===== src/rtl/vec_burst_reader.sv =====
// vec_burst_reader: read-side burst initiator for one dp_ram port.
// Takes a (base, len) command and issues sequential reads, wrapping the address.
// It captures the registered RAM data into a 2-entry buffer and streams the words
// out on valid/ready, with m_last on the final word. Reads are issued against
// credits, so backpressure can never overflow the buffer.
module vec_burst_reader #(
  parameter int DATA_WIDTH = 8,
  parameter int ADDR_WIDTH = 6
) (
  input  logic                  clk,
  input  logic                  rst,
  input  logic                  start,
  input  logic [ADDR_WIDTH-1:0] base_addr,
  input  logic [ADDR_WIDTH:0]   len,
  output logic                  busy,
  output logic                  done,
  output logic                  ram_we,
  output logic [ADDR_WIDTH-1:0] ram_addr,
  output logic [DATA_WIDTH-1:0] ram_din,
  input  logic [DATA_WIDTH-1:0] ram_dout,
  output logic                  m_valid,
  output logic [DATA_WIDTH-1:0] m_data,
  output logic                  m_last,
  input  logic                  m_ready
);

  typedef enum logic [1:0] {
    S_IDLE  = 2'd0,
    S_ISSUE = 2'd1,
    S_DRAIN = 2'd2,
    S_DONE  = 2'd3
  } state_t;

  state_t                state_q, state_d;
  logic [ADDR_WIDTH-1:0] addr_q, addr_d;
  logic [ADDR_WIDTH:0]   remaining_q, remaining_d;
  logic [ADDR_WIDTH:0]   outstanding_q, outstanding_d;
  logic                  inflight_q;
  logic [1:0]            occ_q, occ_d;
  logic                  wr_ptr_q, rd_ptr_q;
  logic [DATA_WIDTH-1:0] buf_q [2];

  logic                  push;
  logic                  pop;
  logic                  issue;
  logic [2:0]            credit;

  // A read issued last cycle has its data on ram_dout now; it is captured at this edge.
  assign push    = inflight_q;
  assign m_valid = (occ_q != 2'd0);
  assign pop     = m_valid & m_ready;

  // Words already held plus the word on its way must leave room once this cycle's pop is taken.
  assign credit = {1'b0, occ_q} + {2'b00, inflight_q};
  assign issue  = (state_q == S_ISSUE) && (remaining_q != '0) &&
                  (credit < (3'd2 + {2'b00, pop}));

  assign busy     = (state_q == S_ISSUE) || (state_q == S_DRAIN);
  assign done     = (state_q == S_DONE);
  assign ram_we   = 1'b0;
  assign ram_din  = '0;
  assign ram_addr = addr_q;
  assign m_data   = buf_q[rd_ptr_q];
  // The word at the head is the last one exactly when it is the only word not yet handed over.
  assign m_last   = m_valid && (outstanding_q == (ADDR_WIDTH + 1)'(1));

  // Burst sequencing: command capture, address walk, drain and completion pulse.
  always_comb begin
    state_d       = state_q;
    addr_d        = addr_q;
    remaining_d   = remaining_q;
    outstanding_d = pop ? (outstanding_q - (ADDR_WIDTH + 1)'(1)) : outstanding_q;
    case (state_q)
      S_IDLE: begin
        if (start) begin
          if (len != '0) begin
            addr_d        = base_addr;
            remaining_d   = len;
            outstanding_d = len;
            state_d       = S_ISSUE;
          end else begin
            state_d = S_DONE;
          end
        end
      end
      S_ISSUE: begin
        if (issue) begin
          addr_d      = addr_q + ADDR_WIDTH'(1);
          remaining_d = remaining_q - (ADDR_WIDTH + 1)'(1);
          if (remaining_q == (ADDR_WIDTH + 1)'(1)) begin
            state_d = S_DRAIN;
          end
        end
      end
      S_DRAIN: begin
        // Leave as the final handshake happens so done follows it by one cycle.
        if (outstanding_d == '0) begin
          state_d = S_DONE;
        end
      end
      S_DONE: begin
        state_d = S_IDLE;
      end
      default: begin
        state_d = S_IDLE;
      end
    endcase
  end

  // Buffer occupancy follows push/pop; a simultaneous push and pop leaves it unchanged.
  always_comb begin
    occ_d = occ_q;
    case ({push, pop})
      2'b10:   occ_d = occ_q + 2'd1;
      2'b01:   occ_d = occ_q - 2'd1;
      default: occ_d = occ_q;
    endcase
  end

  // Control and counter registers.
  always_ff @(posedge clk or posedge rst) begin
    if (rst) begin
      state_q       <= S_IDLE;
      addr_q        <= '0;
      remaining_q   <= '0;
      outstanding_q <= '0;
      inflight_q    <= 1'b0;
      occ_q         <= 2'd0;
      wr_ptr_q      <= 1'b0;
      rd_ptr_q      <= 1'b0;
    end else begin
      state_q       <= state_d;
      addr_q        <= addr_d;
      remaining_q   <= remaining_d;
      outstanding_q <= outstanding_d;
      inflight_q    <= issue;
      occ_q         <= occ_d;
      if (push) wr_ptr_q <= ~wr_ptr_q;
      if (pop)  rd_ptr_q <= ~rd_ptr_q;
    end
  end

  // Two-entry data buffer, written at the write pointer when read data arrives.
  always_ff @(posedge clk or posedge rst) begin
    if (rst) begin
      buf_q[0] <= '0;
      buf_q[1] <= '0;
    end else if (push) begin
      buf_q[wr_ptr_q] <= ram_dout;
    end
  end

endmodule


===== config.mk =====
export PLATFORM = sky130hd
export DESIGN_NAME = vec_burst_reader
export DESIGN_NICKNAME = d
export VERILOG_FILES = /design/src/rtl/vec_burst_reader.sv
export SDC_FILE = /design/constraint.sdc
export NUM_CORES = 1
export LEC_CHECK = 0
export ABC_AREA = 1
export CORE_MARGIN = 10
export CORE_UTILIZATION = 57
export DETAILED_ROUTE_END_ITERATION = 10
export DONT_BUFFER_PORTS = 1
export GPL_TIMING_DRIVEN = 0
export PLACE_DENSITY = 0.75
export SETUP_SLACK_MARGIN = 0.4
export SLEW_MARGIN = 5
export SYNTH_ARGS = -nofsm -noshare
export SYNTH_HDL_FRONTEND = slang
export SYNTH_SLANG_ARGS = --single-unit

===== constraint.sdc =====
create_clock -name clk -period 1.7 [get_ports clk]
set_input_delay 0.17 -clock clk [delete_from_list [all_inputs] [get_ports clk]]
set_output_delay 0.17 -clock clk [all_outputs]
set_load 0.005 [all_outputs]

---- After elaboration in Yosys (flattened, before gate mapping) ----
Cells that the tools add are included.
operators by class
  equal/unequal tests ..................... 12
  bitwise logic cells ..................... 5
  mux-type cells .......................... 25
  add/subtract/negate cells ............... 7
  magnitude comparators ................... 4
  reductions and logical operators ........ 14
operators with widths
  operator               count
  $mux W7                7
  $mux W8                4
  $mux W6                3
  $bwmux W16             1
  $eq A7 B1 Y1 const B   2
  $pmux W7 S2            1
  $reduce_bool A7 Y1     2
  $sub A7 B1 Y7 const B  2
  $pmux W6 S2            1
  $mux W2                5
  $demux W8 S1           1
  $pmux W2 S4            1
  $reduce_and A4 Y1      2
  $logic_not A7 Y1       1
  $add A6 B1 Y6 const B  1
  $eq A2 B2 Y1 const B   3
  $ne A2 B2 Y1 const B   3
  $reduce_bool A2 Y1     3
  $eq A2 B1 Y1 const B   2
  $ge A2 B2 Y1 const B   2
  $logic_and A1 B1 Y1    4
  $ne A2 B1 Y1 const B   2
  $not A1 Y2             2
  $pmux W2 S2            1
  other kinds (10)       11
storage, ports and cells
  input bits .............................. 25
  output and inout port bits .............. 27
  word-level logic and storage cells ...... 77
  bits in registers ....................... 43

---- Logic depth before layout (Yosys ltp) ----
  word-level depth ........................ 7
  gate-level depth with buffers ........... 15
  depth with buffers taken out ............ 15

---- Least setup slack after synthesis ----
OpenSTA, ideal clock, no wires.
  kind .................................... flip-flop to flip-flop
  from .................................... register occ_q[0]
  to ...................................... register addr_q[2] (netlist: ram_addr[2])
  library setup time ...................... 0.117 ns
  clock period less this slack ............ 1.691 ns
  slack ................................... 0.009 ns
  cell stages (with the launch flop) ...... 12
  arrival time ............................ 1.574 ns
  required time ........................... 1.583 ns
  buffers on the path ..................... 1
  cell sequence ........................... dfrtp_1 ha_1 ha_1 o21ai_2 nand3_2 nand2_1 o21ai_2 inv_4 nand2_4 buf_6 nand2_1 nand2_1
on the way
  word-level cells in the longest chain between the ends .. 7
  elaborated cells on any way between the ends .. 8
  those cells by class .................... add/sub (2); order compare (1); eq/ne (1); bitwise (1); reduce/logical (3)
ends and longest elaborated chain
  what                           RTL line  RTL
  start: declaration             39        logic [1:0] occ_q, occ_d;
  start signal: assignment       128       occ_q <= 2'd0;
  start signal: assignment       137       occ_q <= occ_d;
  $reduce_bool A2 Y1             50        assign m_valid = (occ_q != 2'd0);
  $and A1 B1 Y1                  51        assign pop = m_valid & m_ready;
  $add A2 B1 Y3                  56        (credit < (3'd2 + {2'b00, pop}));
  $lt A3 B3 Y1 *                 56
  $logic_and A1 B1 Y1 *          55        assign issue = (state_q == S_ISSUE) && (remaining_q != '0) &&
  $ne A2 B2 Y1 (no line) *       --
  $reduce_and A4 Y1 (no line) *  --
  end signal: assignment         133       addr_q <= addr_d;
  end: declaration               35        logic [ADDR_WIDTH-1:0] addr_q, addr_d;
Mark *: on every way between the ends. The rest lies on a longest branch, timed or not.
A chain may end at the register's enable or synchronous reset.

---- Worst setup path after layout ----
  from .................................... register occ_q[0]
  to ...................................... register addr_q[3] (netlist: ram_addr[3])
Same word-level chain as after synthesis.

==> run metrics <==
outcome=finished with violations; failing checks=negative hold slack; Core Util, Final=approximately 79%; Synth Instances=around 340; r2r endpoint=ram_addr[3]; first-pass GRT wire length=approximately 10,000 um; area grow syn2layout=32.7%; worst setup margin=between 0.01 and 0.015 ns; Core Footprint=~4400 um2; DR iter-0 viols=between 70 and 80; Non-Filler Instances=430; Synth async-reset ratio=100%; Inserted Diodes=0; worst clock skew=roughly 0.016 ns; Final nets=around 420; commonest non-fill, non-tap cells in the layout=64 x nand2_1, 40 x dfrtp_1, 27 x inv_1; Starting Density=around three fifths; RSZ-0062 raised after global routing=yes; post-route DRC violation count=0; DIE WIDTH=approximately 90 um; pin slew with the least headroom to its limit=between 0.6 and 0.7 ns; Post-DP Area=about 2800 um2; Ys Warns=0; clock sinks=43; DP Worst Slack=-0.196 ns; Final Critical Period=between 1.5 and 2 ns; hold depth=2; IO Count=52; P per Cell Area=2080 nW/um2; Hold WS=-0.000804 ns; vias=between 2,000 and 2,500; R2R cell count=11; I/O Buffers=0; gr usage total=between 15 and 20%; fraction of layout cells with a size suffix above 1=a little under two fifths; Post-synth EDFFs=0; Worst setup SP type=register; Final ANT Viol Nets=0; FF-to-FF Start=occ_q[0]; largest net degree at the start of global routing=between 40 and 50; WS Path Type=register to register; Peak supply drop=0.00127 V; Clock Latency Late Sink=~0.30 ns; Vert. Die Dim=about 90 um; Worst Path Arrival=between 1.5 and 2 ns; final WL=between 6000 and 7000 um; H-tree depth=2; Max-slew headroom=a little under three fifths; hold endpoint=buf_q[14]; gr ovfl total=0; vias in the first global route=between 2,000 and 2,500; final hold vios=1; crit path max fanout=5; synth unique cells=34; clock root cell=clkbuf_8; Setup crit end kind=register; Max-Cap Viols=0; die area=roughly 7800 um2; Mapped Area=2660 um2; Post-synth top flop=dfrtp_1; CTS tree=done; CTS clk-pin slew, worst paths=around 0.1 ns; initial antenna violation count=0; Setup-failing EPs final=0; Tcrit/Tclk final=between 90% and 100%; total power draw=about 7.3 mW; Achievable Freq=593 MHz; Mean Syn Cell Area=7.93 um2; Num CTS Buffers=5; Leak=1.75 nW; placed cells=slightly below 400; Synth Register Bits=between 40 and 50; CTS Buffer Depth=2; CP required=roughly 1.9 ns; worst hold start=ram_dout[6]; Seq/Total Area, Yosys=40.5%; DR pass1 iterations=4; commonest non-fill, non-tap cell in the layout=nand2_1; vias per cell=roughly 5.4; reg-to-reg slack, setup=~0.014 ns; Final Cell Area=about 3500 um2; HPWL after detailed placement=4210 um; worst min path class=input pin to register; # rows=24; max-slew violation count=0; Routed WL per cell=~16 um; RD Place Congestion=around 0.83
-- worst max path at each step --
stage                    start        endpoint  slack [ns]  cells past startpoint
CTS                   occ_q[0]  remaining_q[5]        0.04                     11
finish                occ_q[0]     ram_addr[3]        0.01                     11
global placement    state_q[0]  remaining_q[6]       -0.14                      8
floorplan             occ_q[0]     ram_addr[2]        0.06                     11
detailed placement  state_q[0]     ram_addr[3]       -0.20                      8
global route          occ_q[0]  remaining_q[6]       -0.08                     11
-- where the power goes --
part / internal (mW) / switching, mW / total, mW
sequential: 1.55 / 0.483 / 2.03
combinational: 2.10 / 2.38 / 4.48
clock: 0.443 / 0.392 / 0.835
total: 4.09 / 3.25 / 7.34
-- kinds of logic after synthesis --
logic type      share of synthesized area (%)
xor+xnor                                 2.31
other cells                             0.141
compound gates                           11.0
mux                                      3.39
fa+ha+maj                                6.60
buf+inv                                  10.7
flops                                    40.5
simple gates                             25.4
-- cell usage after synthesis (all sizes together), types with 3 or more instances --
cell	instances	area share, %
nand4	5	1.4
or2	3	0.71
ha	14	6.6
buf	12	3.7
nand3	29	6.0
nor2	16	2.5
dfrtp	43	41
inv	42	6.0
nand2	90	13
mux2	8	3.4
a21oi	4	0.90
o21ai	46	9.1
xor2	6	2.0
clkbuf	7	0.99
-- area by class of cell --
cell class,count,area (um2)
Multi-Input combinational cell,239,1640
Buffer,19,175
Clock buffer,5,68.8
Inverter,42,165
Timing Repair Buffer,27,278
Clock inverter,3,46.3
Sequential cell,43,1080
Tap cell,52,65.1
Fill cell,275,922
-- through the flow --
| step | hold WS [ns] | TNS, ns |
|---|---|---|
| after floorplan | 0.315 | 0 |
| after global placement | 0.325 | -1.37 |
| after detailed placement | -0.0627 | -2.21 |
| after CTS | 0.000362 | 0 |
| after global routing | 0.00145 | -0.754 |
| final | -0.000804 | 0 |
-- metal layers --
layer	wire (um)	track usage, %	up-vias
met3	338	3.86	9
met5	0	0	-
met1	2820	18.8	1105
met2	3550	28.9	58
met4	74	4.11	0
li1	-	-	1150
-- critical path: stages (launching register included) --
cell	delay [ns]
dfrtp_2	0.47
ha_4	0.18
ha_4	0.21
o21ai_2	0.06
nand3_2	0.10
nand2_2	0.08
o21ai_4	0.07
inv_4	0.09
nand2_8	0.07
clkbuf_16	0.17
nand2_2	0.05
nand2_1	0.04
-- sequential cells by signal, indices dropped and copies added, names as in the netlist --
register / count
buf_q: 16
outstanding_q: 7
remaining_q: 7
ram_addr: 6
occ_q: 2
state_q: 2
inflight_q: 1
rd_ptr_q: 1
wr_ptr_q: 1
-- what timing repair did --
item	4_1_cts	5_1_grt
hold buffers	3	0
gates resized for setup	39	86
buffers inserted	13	7
setup endpoints to repair	44	52
gates cloned	1	2
hold endpoints to repair	44	0
pin swaps	3	5
No activity file was read; power rests on OpenSTA's default activity.
